==> src/rtl/ped_crossing_pkg.sv <==
// Shared types for the pedestrian crossing controller: FSM states, lamp
// vector layout and a lamp population helper.
package ped_crossing_pkg;

  typedef enum logic [1:0] {
    DONT_WALK = 2'd0,
    WALK      = 2'd1,
    FLASH     = 2'd2,
    FAULT     = 2'd3
  } ped_state_e;

  localparam int unsigned LAMP_W = 4;
  localparam int unsigned LG     = 0;
  localparam int unsigned G      = 1;
  localparam int unsigned A      = 2;
  localparam int unsigned R      = 3;

  typedef logic [LAMP_W-1:0] lamp_vec_t;

  // Number of vehicle lamps lit; a healthy sequencer shows exactly one.
  function automatic logic [2:0] lamp_count(input lamp_vec_t l);
    return 3'(l[LG]) + 3'(l[G]) + 3'(l[A]) + 3'(l[R]);
  endfunction

endpackage

==> src/rtl/ped_crossing_ctrl_if.sv <==
// Lamp inputs, push-button and pedestrian outputs of the crossing controller.
interface ped_crossing_ctrl_if #(
  parameter int unsigned CNT_W = 4
);

  logic             LeftGreen;
  logic             Green;
  logic             Amber;
  logic             Red;
  logic             PED_REQ;
  logic             PED_WALK;
  logic             PED_DONT_WALK;
  logic             PED_WAIT;
  logic             PED_ACK;
  logic             PED_ABORT;
  logic             FAULT;
  logic [CNT_W-1:0] COUNTDOWN;

  // master drives the lamps and button; slave is the crossing controller
  modport master (
    output LeftGreen, Green, Amber, Red, PED_REQ,
    input  PED_WALK, PED_DONT_WALK, PED_WAIT, PED_ACK, PED_ABORT, FAULT, COUNTDOWN
  );

  modport slave (
    input  LeftGreen, Green, Amber, Red, PED_REQ,
    output PED_WALK, PED_DONT_WALK, PED_WAIT, PED_ACK, PED_ABORT, FAULT, COUNTDOWN
  );

endinterface

==> src/rtl/stoplight_lamp_monitor.sv <==
// Watches the vehicle lamps: flags the Red rising edge and any lamp
// combination other than exactly-one-lit once the sequencer has started.
module stoplight_lamp_monitor
  import ped_crossing_pkg::*;
(
  input  logic CLK,
  input  logic RST_N,
  input  logic LeftGreen,
  input  logic Green,
  input  logic Amber,
  input  logic Red,
  output logic red_rise,
  output logic illegal
);

  lamp_vec_t  lamps;
  logic       one_hot;
  logic       red_d;
  logic       armed;

  always_comb begin
    lamps     = '0;
    lamps[LG] = LeftGreen;
    lamps[G]  = Green;
    lamps[A]  = Amber;
    lamps[R]  = Red;
  end

  assign one_hot  = (lamp_count(lamps) == 3'd1);
  assign red_rise = Red & ~red_d;
  assign illegal  = armed & ~one_hot;

  // red_d resets high so a Red already lit out of reset is not an edge
  always_ff @(posedge CLK or negedge RST_N) begin
    if (!RST_N) begin
      red_d <= 1'b1;
      armed <= 1'b0;
    end else begin
      red_d <= Red;
      if (one_hot) armed <= 1'b1;
    end
  end

endmodule

==> src/rtl/ped_crossing_ctrl.sv <==
// Pedestrian crossing controller: latches button requests and grants a
// WALK / flashing DONT WALK window inside the vehicle Red phase.
module ped_crossing_ctrl
  import ped_crossing_pkg::*;
#(
  parameter int unsigned WALK_STEPS  = 2,
  parameter int unsigned FLASH_STEPS = 2,
  parameter int unsigned CNT_W       = 4
) (
  input  logic             CLK,
  input  logic             RST_N,
  ped_crossing_ctrl_if.slave pif
);

  ped_state_e       state_q, state_n;
  logic [CNT_W-1:0] cnt_q, cnt_n;
  logic             req_q, req_n;
  logic             grant;
  logic             red_rise;
  logic             illegal;

  logic             walk_q, walk_n;
  logic             dont_walk_q, dont_walk_n;
  logic             ack_q, ack_n;
  logic             abort_q, abort_n;
  logic             fault_q, fault_n;
  logic [CNT_W-1:0] countdown_q, countdown_n;

  stoplight_lamp_monitor u_monitor (
    .CLK       (CLK),
    .RST_N     (RST_N),
    .LeftGreen (pif.LeftGreen),
    .Green     (pif.Green),
    .Amber     (pif.Amber),
    .Red       (pif.Red),
    .red_rise  (red_rise),
    .illegal   (illegal)
  );

  // Next state: illegal lamps beat Red dropping, which beats the counter.
  always_comb begin
    state_n = state_q;
    cnt_n   = cnt_q;
    grant   = 1'b0;
    abort_n = 1'b0;
    if (illegal) begin
      state_n = FAULT;
      cnt_n   = '0;
    end else begin
      case (state_q)
        DONT_WALK: begin
          if (red_rise && req_q) begin
            state_n = WALK;
            cnt_n   = CNT_W'(WALK_STEPS - 1);
            grant   = 1'b1;
          end
        end
        WALK: begin
          if (!pif.Red) begin
            state_n = DONT_WALK;
            cnt_n   = '0;
            abort_n = 1'b1;
          end else if (cnt_q == '0) begin
            state_n = FLASH;
            cnt_n   = CNT_W'(FLASH_STEPS - 1);
          end else begin
            cnt_n = cnt_q - CNT_W'(1);
          end
        end
        FLASH: begin
          if (!pif.Red) begin
            state_n = DONT_WALK;
            cnt_n   = '0;
            abort_n = 1'b1;
          end else if (cnt_q == '0) begin
            state_n = DONT_WALK;
          end else begin
            cnt_n = cnt_q - CNT_W'(1);
          end
        end
        FAULT: begin
          state_n = FAULT;
        end
        default: begin
          state_n = FAULT;
          cnt_n   = '0;
        end
      endcase
    end
  end

  // Request latch is frozen once faulted; a grant consumes any same-cycle press.
  always_comb begin
    req_n = req_q;
    if (state_q != FAULT) begin
      if (grant)            req_n = 1'b0;
      else if (pif.PED_REQ) req_n = 1'b1;
    end
  end

  // Output values for the coming cycle, decoded from the next state.
  always_comb begin
    ack_n       = grant;
    walk_n      = (state_n == WALK);
    fault_n     = (state_n == FAULT);
    dont_walk_n = 1'b1;
    countdown_n = '0;
    if (state_n == WALK) begin
      dont_walk_n = 1'b0;
    end else if (state_n == FLASH && state_q == FLASH) begin
      dont_walk_n = ~dont_walk_q;
    end
    if (state_n == WALK || state_n == FLASH) begin
      countdown_n = cnt_n;
    end
  end

  always_ff @(posedge CLK or negedge RST_N) begin
    if (!RST_N) begin
      state_q     <= DONT_WALK;
      cnt_q       <= '0;
      req_q       <= 1'b0;
      walk_q      <= 1'b0;
      dont_walk_q <= 1'b1;
      ack_q       <= 1'b0;
      abort_q     <= 1'b0;
      fault_q     <= 1'b0;
      countdown_q <= '0;
    end else begin
      state_q     <= state_n;
      cnt_q       <= cnt_n;
      req_q       <= req_n;
      walk_q      <= walk_n;
      dont_walk_q <= dont_walk_n;
      ack_q       <= ack_n;
      abort_q     <= abort_n;
      fault_q     <= fault_n;
      countdown_q <= countdown_n;
    end
  end

  assign pif.PED_WALK      = walk_q;
  assign pif.PED_DONT_WALK = dont_walk_q;
  assign pif.PED_WAIT      = req_q;
  assign pif.PED_ACK       = ack_q;
  assign pif.PED_ABORT     = abort_q;
  assign pif.FAULT         = fault_q;
  assign pif.COUNTDOWN     = countdown_q;

endmodule

==> src/flat_wrapper.sv <==
// flat-port wrapper written by rule: the top's interface ports become plain ports
module ped_crossing_ctrl_flat import ped_crossing_pkg::*;
#(
  parameter int unsigned WALK_STEPS  = 2,
  parameter int unsigned FLASH_STEPS = 2,
  parameter int unsigned CNT_W       = 4
)
  (CLK, RST_N, pif_LeftGreen, pif_Green, pif_Amber, pif_Red, pif_PED_REQ, pif_PED_WALK, pif_PED_DONT_WALK, pif_PED_WAIT, pif_PED_ACK, pif_PED_ABORT, pif_FAULT, pif_COUNTDOWN);
  ped_crossing_ctrl_if #(.CNT_W(CNT_W)) pif_i ();
  input  logic CLK;
  input  logic RST_N;
  input wire logic [$bits(pif_i.LeftGreen)-1:0] pif_LeftGreen;
  input wire logic [$bits(pif_i.Green)-1:0] pif_Green;
  input wire logic [$bits(pif_i.Amber)-1:0] pif_Amber;
  input wire logic [$bits(pif_i.Red)-1:0] pif_Red;
  input wire logic [$bits(pif_i.PED_REQ)-1:0] pif_PED_REQ;
  output wire logic [$bits(pif_i.PED_WALK)-1:0] pif_PED_WALK;
  output wire logic [$bits(pif_i.PED_DONT_WALK)-1:0] pif_PED_DONT_WALK;
  output wire logic [$bits(pif_i.PED_WAIT)-1:0] pif_PED_WAIT;
  output wire logic [$bits(pif_i.PED_ACK)-1:0] pif_PED_ACK;
  output wire logic [$bits(pif_i.PED_ABORT)-1:0] pif_PED_ABORT;
  output wire logic [$bits(pif_i.FAULT)-1:0] pif_FAULT;
  output wire logic [$bits(pif_i.COUNTDOWN)-1:0] pif_COUNTDOWN;
  assign pif_i.LeftGreen = pif_LeftGreen;
  assign pif_i.Green = pif_Green;
  assign pif_i.Amber = pif_Amber;
  assign pif_i.Red = pif_Red;
  assign pif_i.PED_REQ = pif_PED_REQ;
  assign pif_PED_WALK = pif_i.PED_WALK;
  assign pif_PED_DONT_WALK = pif_i.PED_DONT_WALK;
  assign pif_PED_WAIT = pif_i.PED_WAIT;
  assign pif_PED_ACK = pif_i.PED_ACK;
  assign pif_PED_ABORT = pif_i.PED_ABORT;
  assign pif_FAULT = pif_i.FAULT;
  assign pif_COUNTDOWN = pif_i.COUNTDOWN;
  ped_crossing_ctrl #(.WALK_STEPS(WALK_STEPS), .FLASH_STEPS(FLASH_STEPS), .CNT_W(CNT_W)) u_core (.CLK(CLK), .RST_N(RST_N), .pif(pif_i));
endmodule
==> config.mk <==
export PLATFORM = sky130hd
export DESIGN_NAME = ped_crossing_ctrl_flat
export DESIGN_NICKNAME = d
export VERILOG_FILES = /design/src/rtl/ped_crossing_pkg.sv /design/src/rtl/ped_crossing_ctrl_if.sv /design/src/rtl/stoplight_lamp_monitor.sv /design/src/rtl/ped_crossing_ctrl.sv /design/src/flat_wrapper.sv
export SDC_FILE = /design/constraint.sdc
export NUM_CORES = 1
export LEC_CHECK = 0
export CAP_MARGIN = 20
export CORE_AREA = 5 5 55 45
export CTS_BUF_LIST = sky130_fd_sc_hd__clkbuf_4 sky130_fd_sc_hd__clkbuf_8
export CTS_CLUSTER_SIZE = 20
export DETAILED_ROUTE_END_ITERATION = 16
export DIE_AREA = 0 0 60 50
export GPL_ROUTABILITY_DRIVEN = 0
export PLACE_DENSITY = 0.82
export SETUP_SLACK_MARGIN = 0.3
export SLEW_MARGIN = 20
export SYNTH_ARGS = -nofsm -noshare
export SYNTH_HDL_FRONTEND = slang
export SYNTH_SLANG_ARGS = --single-unit
==> constraint.sdc <==
create_clock -name CLK -period 2.9 [get_ports CLK]
set_input_delay 0.29 -clock CLK [delete_from_list [all_inputs] [get_ports CLK]]
set_output_delay 0.29 -clock CLK [all_outputs]
set_load 0.02 [all_outputs]
==> results_dict.tcl, run 1 <==
set metrics [dict create \
    cts_buffers 3 \
    grt_pass1_vias 832 \
    rows 14 \
    routed_wl_um 2334 \
    rsz0062_at_grt "no" \
    crit_type "input port to flop" \
    setup_slack_ns 0.4156 \
    synth_nets 110 \
    grtUsageTotal_pct 17.14 \
    ir_drop_mv 0.2493 \
    ys_seq_area_share_pct 44.69 \
    final_max_slew_viol_count 0 \
    dp_hpwl_um 1677 \
    synthCells 91 \
    netlist_area_um2 1013 \
    io_pins 17 \
    clockBufferDepth 2 \
    p_per_area_nw_per_um2 349.3 \
    hp-class "input port to asynchronous set/reset pin" \
    startpoint_type "input port" \
    avgSynthCellArea_um2 11.14 \
    drt_iter0_markers 34 \
    die_w_um 60 \
    cp.required_ns 3.13 \
    max_slew_margin_pct 48.54 \
    maxCapViolCount 0 \
    drc 0 \
    sequentialPowerShare_pct 53.5 \
    critPathCaptureType "flop" \
    synth-main-ff-cell "dfrtp_1" \
    critPathMaxFanout 4 \
    drive_above_1_share_pct 24.79 \
    status "complete, no violations" \
    combPwrFrac_pct 13.7 \
    wl_per_cell_um 16.55 \
    clk_latency_ns 0.30 \
    cts_hold_buf 0 \
    tightest_slew_ns 0.7695 \
    initial_core_util_pct 53.57 \
    area_growth_pct 33.58 \
    p_leak_nw 0.5859 \
    yosysWarnings 0 \
    die_y_um 50 \
    grt_max_degree 19 \
    final.period_utilization_pct 85.67 \
    p_int_mw 0.3639 \
    finalClockSkew_ns 0.002233 \
    synth_seq_cells 18 \
    dpl_worst_slack_ns -0.09204 \
    cts_tree "yes" \
    die_area_um2 3000 \
    cts.clk_slew.worst_paths_ns 0.10 \
    async_flop_share_pct 100.0 \
    viasPerCell 5.936 \
    setup_viol 0 \
    htree_levels 1 \
    drtPass1Iterations 4 \
    switching_share_pct 23.06 \
    cts.sinks 18 \
    finalHoldViolCount 0 \
    num_vias 837 \
    port_buffers 16 \
    fin_crit_ns 2.484 \
    setup_tns_ns 0 \
    synth_edf_count 0 \
    grt_antenna_before_repair 0 \
    clockPowerShare_pct 32.8 \
    p_sw_mw 0.1091 \
    arrival_ns 2.71 \
    n_fill_cell 137 \
    max_freq_ghz 0.4025 \
    grt_pass1_wl_um 3843 \
    ant_nets 0 \
    n_antenna_cell 0 \
    design.core.area_um2 1892 \
    fin_nets 137 \
    root_buffer "clkbuf_4" \
    synth_cell_types 38 \
    gr-total-overflow 0 \
]
path summary, 6_finish.rpt:
kind	startpoint	to	slack (ns)	cells after the start
worst min-delay path	RST_N	u_core.pif.COUNTDOWN[0]	0.44	1
min in group CLK	u_core.u_monitor.armed	u_core.u_monitor.armed	0.57	1
worst min register to register	u_core.u_monitor.armed	u_core.u_monitor.armed	0.57	1
worst max-delay path	pif_LeftGreen	u_core.pif.COUNTDOWN[2]	0.42	10
worst max register to register	u_core.cnt_q[1]	u_core.pif.COUNTDOWN[2]	0.68	8
max in group asynchronous	RST_N	u_core.pif.COUNTDOWN[3]	1.99	1
routing by layer:
metal / GRT usage [%] / wire [µm] / vias to the layer above
li1: - / - / 388
met1: 21.92 / 1001 / 392
met2: 26.44 / 1075 / 47
met3: 6.527 / 199 / 10
met4: 5.166 / 57 / 0
met5: 0 / 0 / -
synthesized netlist by cell type (3+ instances only):
library cell,instances,share of area (%)
dfrtp_1,16,40
ha_1,11,14
a21oi_1,9,4.4
inv_1,6,2.2
nor2b_1,4,2.5
nand3_1,3,1.5
nand3b_1,3,2.2
nor2_1,3,1.1
final cells by class:
class / count / area (µm²) / share of cell area, %
clock buffers: 4 / 36.28 / 2.680
repair buffers: 23 / 212.7 / 15.71
inverters: 7 / 26.28 / 1.941
flip-flops and latches: 18 / 452.9 / 33.46
well taps: 24 / 30.03 / 2.218
multi-input cells: 65 / 595.6 / 43.99
flip-flops by register name (all words and copies together) (netlist names):
| name | flops |
|---|---|
| u_core.pif.FAULT | 1 |
| u_core.state_q | 2 |
| u_core.pif.COUNTDOWN | 4 |
| u_core.u_monitor.red_d | 1 |
| u_core.pif.PED_WALK | 1 |
| u_core.pif.PED_WAIT | 1 |
| u_core.pif.PED_ACK | 1 |
| u_core.cnt_q | 4 |
| u_core.u_monitor.armed | 1 |
| u_core.pif.PED_DONT_WALK | 1 |
| u_core.pif.PED_ABORT | 1 |
logic make-up after synthesis:
kind of cell,Yosys count,share of synthesized area [%]
AOI/OAI and AO/OA,25,17.29
adders and majority gates,12,15.56
buffers and inverters,8,3.085
DFF,18,44.69
and+or+nand+nor,28,19.38
power by group through the flow:
| stage | combinational, mW | sequential [mW] | clock (mW) |
|---|---|---|---|
| floorplan | 0.0184 | 0.257 | 0 |
| global placement | 0.0436 | 0.257 | 0 |
| detailed placement | 0.0459 | 0.258 | 0 |
| CTS | 0.0604 | 0.253 | 0.159 |
| global route | 0.0705 | 0.253 | 0.172 |
| finish | 0.0648 | 0.253 | 0.155 |
per-stage QoR:
stage | hold slack [ns] | util [%] | power, mW | cells | cell area, µm²
after global placement | 0.4872 | 64.95 | 0.3010 | 134 | 1229
after floorplan | -0.005591 | - | 0.2758 | 91 | 1013
after CTS | 0.4635 | 69.58 | 0.4726 | 141 | 1316
after global routing | 0.4999 | 71.56 | 0.4954 | 141 | 1354
final | 0.4355 | 71.56 | 0.4729 | 141 | 1354
after detailed placement | 0.4937 | 64.95 | 0.3035 | 134 | 1229
worst max-delay path, stage by stage:
cell and delay, ns:
clkdlybuf4s50_1 0.40, ha_1 0.31, fa_2 0.36, ha_4 0.22, nor3b_2 0.18, nand2b_4 0.18
o2111ai_4 0.13, ha_1 0.32, o21bai_4 0.21, a21oi_2 0.12
repair_timing:
item                                    4_1_cts  5_1_grt
pin swaps                                     1        3
gates resized for setup                       5        6
setup buffers                                 3        0
cloned                                        0        0
endpoints found under the setup margin        4        5
cells in the final DEF, fill, tap and decap left out, drive strengths merged, types with 3 or more instances in the layout:
master,n
inv,7
buf,7
nand3b,3
nor2,3
clkbuf,4
a21oi,10
nor2b,4
nor3b,3
dfrtp,16
nand3,3
ha,11
clkdlybuf4s50,16
No activity file was read; power rests on OpenSTA's default activity.
==> inputs of run 2 (changes only) <==
--- a/config.mk
+++ b/config.mk
@@ -7,7 +7,7 @@
 export LEC_CHECK = 0
 export CAP_MARGIN = 20
 export CORE_AREA = 5 5 55 45
-export CTS_BUF_LIST = sky130_fd_sc_hd__clkbuf_4 sky130_fd_sc_hd__clkbuf_8
+export CTS_BUF_LIST = sky130_fd_sc_hd__clkbuf_8
 export CTS_CLUSTER_SIZE = 20
 export DETAILED_ROUTE_END_ITERATION = 16
 export DIE_AREA = 0 0 60 50
==> run 2 against run 1 <==
Sequential cell count is the same. Cell count shrank 0.71%. Sequential power is essentially flat. Utilization grew 1.9 points. Maximum frequency shrank 1.7%. Clock power grew 32%. Highest routed layer unchanged.
==> results_dict.tcl, run 2 (synthesized netlist as in run 1, its figures left out) <==
set metrics [dict create \
    status "complete, no violations" \
    drive_above_1_share_pct 25.86 \
    rows 14 \
    critPathCaptureType "flop" \
    drc 0 \
    final.period_utilization_pct 87.14 \
    ant_nets 0 \
    hp-class "input port to asynchronous set/reset pin" \
    worstRegToRegCells 8 \
    tightest_slew_ns 0.7703 \
    drtPass1Iterations 4 \
    power_mw 0.5213 \
    drt_iter0_markers 52 \
    cts_hold_buf 0 \
    n_fill_cell 128 \
    gr-total-overflow 0 \
    startpoint "pif_LeftGreen" \
    finalClockSkew_ns 0.002388 \
    grtUsageTotal_pct 17.68 \
    p_per_area_nw_per_um2 375.3 \
    placed_cell_area_um2 1229 \
    cts.sinks 18 \
    grt_pass1_wl_um 3933 \
    area_growth_pct 37.04 \
    max_slew_margin_pct 48.49 \
    ir_drop_mv 0.3020 \
    critPathBufInv 2 \
    num_vias 824 \
    arrival_ns 2.71 \
    cts.clk_slew.worst_paths_ns 0.07 \
    htree_levels 1 \
    crit_type "input port to flop" \
    root_buffer "clkbuf_8" \
    crit_path_cell_trace "clkdlybuf4s50_1 > ha_1 > fa_2 > ha_4 > nor3b_2 > nand2b_4 > buf_4 > o221ai_1 > ha_2 > a31oi_1" \
    use_met1_pct 22.60 \
    switching_share_pct 22.14 \
    p_int_mw 0.4058 \
    max_freq_ghz 0.3957 \
    wl_per_cell_um 17.91 \
    initial_core_util_pct 53.57 \
    top_usage_layer "met2" \
    final_max_slew_viol_count 0 \
    final_cell_mix "clkdlybuf4s50_1 (16), dfrtp_1 (16), ha_1 (8), inv_1 (6), buf_4 (6)" \
    grt_max_degree 19 \
    cts_buffers 3 \
    worst_path_max_delay_cell "clkdlybuf4s50_1" \
    cts_tree "yes" \
    clk_latency_ns 0.26 \
    critPathMaxStageDelay_ns 0.40 \
    critical_path_depth 10 \
    grt_antenna_before_repair 0 \
    p_sw_mw 0.1154 \
    setup_viol 0 \
    fin_nets 136 \
    dp_hpwl_um 1677 \
    die_area_um2 3000 \
    grt_use_met3_pct 6.789 \
    combPwrFrac_pct 12.0 \
    n_antenna_cell 0 \
    fin_crit_ns 2.527 \
    critical-path-top-delay-family "adder cells" \
    design.core.area_um2 1892 \
    p_leak_nw 0.5894 \
    routed_wl_um 2507 \
    rr_startpoint "u_core.cnt_q[1]" \
    critPathMaxFanout 4 \
    viasPerCell 5.886 \
    cp.required_ns 3.08 \
    io_pins 17 \
    maxCapViolCount 0 \
    sequentialPowerShare_pct 48.5 \
    port_buffers 16 \
    grt_pass1_vias 844 \
    rsz0062_at_grt "no" \
    use_met2_pct 27.16 \
    startpoint_type "input port" \
    clockBufferDepth 2 \
    die_y_um 50 \
    finalHoldViolCount 0 \
    design_area_um2 1389 \
    die_w_um 60 \
    clockPowerShare_pct 39.4 \
]
[run 2: cell count changes in the layout (fill, tap and decap cells not counted)]
cell      previous run  this run
clkbuf_4             3         0
clkbuf_8             1         4
ha_1                10         8
buf_4                7         6
ha_2                 0         1
ha_4                 1         2
o221a_2              1         0
o221a_4              0         1
[run 2: repair_timing]
item	CTS	global route
pin swaps	2	4
setup endpoints to repair	5	5
gates resized for setup	6	8
setup buffers	2	0
[run 2: cell type report]
type / count / area, µm² / share of cell area, %
clock buffer: 4 / 55.05 / 3.964
inverter: 7 / 26.28 / 1.892
multi-input combinational: 65 / 619.3 / 44.59
sequential: 18 / 452.9 / 32.61
tap: 24 / 30.03 / 2.162
timing repair buffer: 22 / 205.2 / 14.77
[run 2: worst paths after layout]
kind | slack, ns | endpoint
max in group asynchronous | 1.94 | u_core.cnt_q[0]
setup / recovery | 0.37 | u_core.pif.PED_DONT_WALK
hold / removal | 0.48 | u_core.pif.PED_ACK
hold reg to reg | 0.58 | u_core.u_monitor.armed
setup reg to reg | 0.71 | u_core.pif.COUNTDOWN[2]
min in group CLK | 0.58 | u_core.u_monitor.armed
[run 2: through the flow]
stage,worst slack [ns],instances,setup TNS [ns],util (%),hold WS (ns)
6_report,0.3729,140,0,73.41,0.4811
5_1_grt,0.2654,140,0,73.41,0.5594
4_1_cts,0.3007,140,0,70.30,0.5122
3_5_place_dp,-0.09204,134,-0.2686,64.95,0.4937
3_3_place_gp,0.01583,134,0,64.95,0.4872
2_1_floorplan,0.4317,91,0,-,-0.005591
[run 2: power groups by stage]
stage | sequential [mW] | combinational, mW | clock [mW]
detailed placement | 0.258 | 0.0459 | 0
floorplan | 0.257 | 0.0184 | 0
global placement | 0.257 | 0.0436 | 0
CTS | 0.253 | 0.0576 | 0.210
finish | 0.253 | 0.0628 | 0.205
global route | 0.253 | 0.0688 | 0.225
[run 2: worst reg2reg max path, stage by stage (launching register included)]
cell,delay [ns]
dfrtp_1,0.44
inv_1,0.07
ha_1,0.20
nor3b_4,0.18
o21ai_0,0.46
o2111ai_4,0.21
ha_4,0.24
o21bai_4,0.20
a21oi_2,0.12
[run 2: routing by layer]
metal / vias up / wire length (µm)
met5: - / 0
met4: 0 / 46
met3: 7 / 184
met2: 34 / 1206
met1: 401 / 1070
li1: 382 / -
==> inputs of run 3 (changes only) <==
--- a/config.mk
+++ b/config.mk
@@ -6,13 +6,13 @@
 export NUM_CORES = 1
 export LEC_CHECK = 0
 export CAP_MARGIN = 20
-export CORE_AREA = 5 5 55 45
+export CORE_AREA = 5 5 48 50
 export CTS_BUF_LIST = sky130_fd_sc_hd__clkbuf_8
 export CTS_CLUSTER_SIZE = 20
 export DETAILED_ROUTE_END_ITERATION = 16
-export DIE_AREA = 0 0 60 50
+export DIE_AREA = 0 0 53 55
 export GPL_ROUTABILITY_DRIVEN = 0
-export PLACE_DENSITY = 0.82
+export PLACE_DENSITY = 0.84
 export SETUP_SLACK_MARGIN = 0.3
 export SLEW_MARGIN = 20
 export SYNTH_ARGS = -nofsm -noshare
==> run 3 against run 2 <==
Sequential power barely moved. Critical endpoint is now u_core.pif.COUNTDOWN[0]. Routed wire length rose by 10%. Via count rose by 4.6%. Worst hold slack improved by 0.015 ns. Power rose by 1.3%. Sequential share of layout area did not move. Largest power group unchanged.
==> results_dict.tcl, run 3 (synthesized netlist as in run 1, its figures left out) <==
set metrics [dict create \
    status "complete, no violations" \
    dpl_worst_slack_ns -0.05187 \
    reg2reg_slack_ns 0.68 \
    final_max_slew_viol_count 0 \
    cts_buffers 3 \
    fin_nets 135 \
    num_vias 862 \
    grt_pass1_wl_um 4098 \
    port_buffers 16 \
    initial_core_util_pct 54.44 \
    drc 0 \
    n_fill_cell 123 \
    critPathMaxFanout 4 \
    die_area_um2 2915 \
    grt_pass1_vias 870 \
    grtUsageTotal_pct 19.83 \
    htree_levels 1 \
    p_int_mw 0.4082 \
    setup_viol 0 \
    finalHoldViolCount 0 \
    ant_nets 0 \
    fin_crit_ns 2.556 \
    routed_wl_um 2760 \
    power_mw 0.5282 \
    ir_drop_mv 0.4256 \
    design_area_um2 1389 \
    cts_hold_buf 0 \
    whs_ns 0.4959 \
    area_growth_pct 37.04 \
    grt_max_degree 19 \
    place_inst 137 \
    clk_latency_ns 0.26 \
    rows 16 \
    maxCapViolCount 0 \
    tightest_slew_ns 0.8114 \
    critPathCaptureType "flop" \
    placed_cell_area_um2 1232 \
    wl_per_cell_um 19.44 \
    switching_share_pct 22.72 \
    grt_antenna_before_repair 0 \
    cp.required_ns 3.09 \
    combPwrFrac_pct 12.9 \
    worstRegToRegCells 8 \
    finalClockSkew_ns 0.003685 \
    io_pins 17 \
    arrival_ns 2.75 \
    final_cell_mix "clkdlybuf4s50_1 (16), dfrtp_1 (16), ha_1 (8), inv_1 (6)" \
    stdcell_count 142 \
    clockPowerShare_pct 39.3 \
    p_per_area_nw_per_um2 380.3 \
    n_antenna_cell 0 \
    final_core_util_pct 74.60 \
    die_y_um 55 \
    cts_tree "yes" \
    clockBufferDepth 2 \
    max_freq_ghz 0.3913 \
    cts.clk_slew.worst_paths_ns 0.07 \
    die_w_um 53 \
    rsz0062_at_grt "no" \
    cts.sinks 18 \
    drtPass1Iterations 4 \
    max_slew_margin_pct 45.74 \
    use_met2_pct 32.64 \
    grt_use_met3_pct 3.217 \
    root_buffer "clkbuf_8" \
    drive_above_1_share_pct 26.09 \
    final.period_utilization_pct 88.13 \
    startpoint_type "input port" \
    setup_tns_ns 0 \
    sequentialPowerShare_pct 47.9 \
    use_met1_pct 24.54 \
    crit_type "input port to flop" \
    p_leak_nw 0.5845 \
    dp_hpwl_um 1639 \
    top_usage_layer "met2" \
    drt_iter0_markers 28 \
    p_sw_mw 0.1200 \
    hp-class "input port to asynchronous set/reset pin" \
    gr-total-overflow 0 \
    setup_slack_ns 0.3441 \
    viasPerCell 6.070 \
    design.core.area_um2 1862 \
]
==> run 3: changes by cell type in the layout (fill, tap and decap cells not counted), sizes merged <==
cell / delta
buf: -1
==> run 3: timing repair <==
| item | CTS | global route |
|---|---|---|
| gates cloned | 0 | 0 |
| pin swaps | 4 | 2 |
| setup endpoints to repair | 5 | 5 |
| buffers inserted | 1 | 0 |
| resized for setup | 7 | 8 |
==> run 3: final cells by class <==
cell class                      instances  area (µm²)  area share (%)
Sequential cell                        18       452.9           32.61
Timing Repair Buffer                   21       197.7           14.23
Multi-Input combinational cell         65       623.1           44.86
Tap cell                               27       33.78           2.432
Clock buffer                            4       55.05           3.964
Inverter                                7       26.28           1.892
==> run 3: power by group through the flow <==
stage	clock [mW]	sequential [mW]	combinational, mW
2_1_floorplan	0	0.257	0.0184
3_3_place_gp	0	0.257	0.0432
3_5_place_dp	0	0.258	0.0456
4_1_cts	0.207	0.253	0.0573
5_1_grt	0.223	0.253	0.0718
6_report	0.207	0.253	0.0679
==> run 3: final timing paths <==
path                                             to                     start
max                         u_core.pif.COUNTDOWN[0]             pif_LeftGreen
min                          u_core.u_monitor.armed                     RST_N
max reg2reg                 u_core.pif.COUNTDOWN[0]           u_core.cnt_q[0]
min reg2reg                u_core.pif.PED_DONT_WALK  u_core.pif.PED_DONT_WALK
max in group asynchronous         u_core.state_q[1]                     RST_N
min in group CLK           u_core.pif.PED_DONT_WALK  u_core.pif.PED_DONT_WALK
==> run 3: critical path, cell delays in order <==
cell and delay [ns]:
clkdlybuf4s50_1 0.41, ha_1 0.31, fa_2 0.37, ha_4 0.27, nor3b_4 0.19, nand2b_4 0.18, o221a_2 0.21, ha_4 0.20
o21bai_4 0.19, a21oi_2 0.12
==> run 3: per-layer routing <==
metal / vias to the layer above / share of wire (%) / wire length, µm
met2: 39 / 53 / 1475
met5: - / 0 / 0
li1: 381 / - / -
met1: 437 / 39 / 1085
met4: 0 / 2.0 / 55
met3: 5 / 5.2 / 144
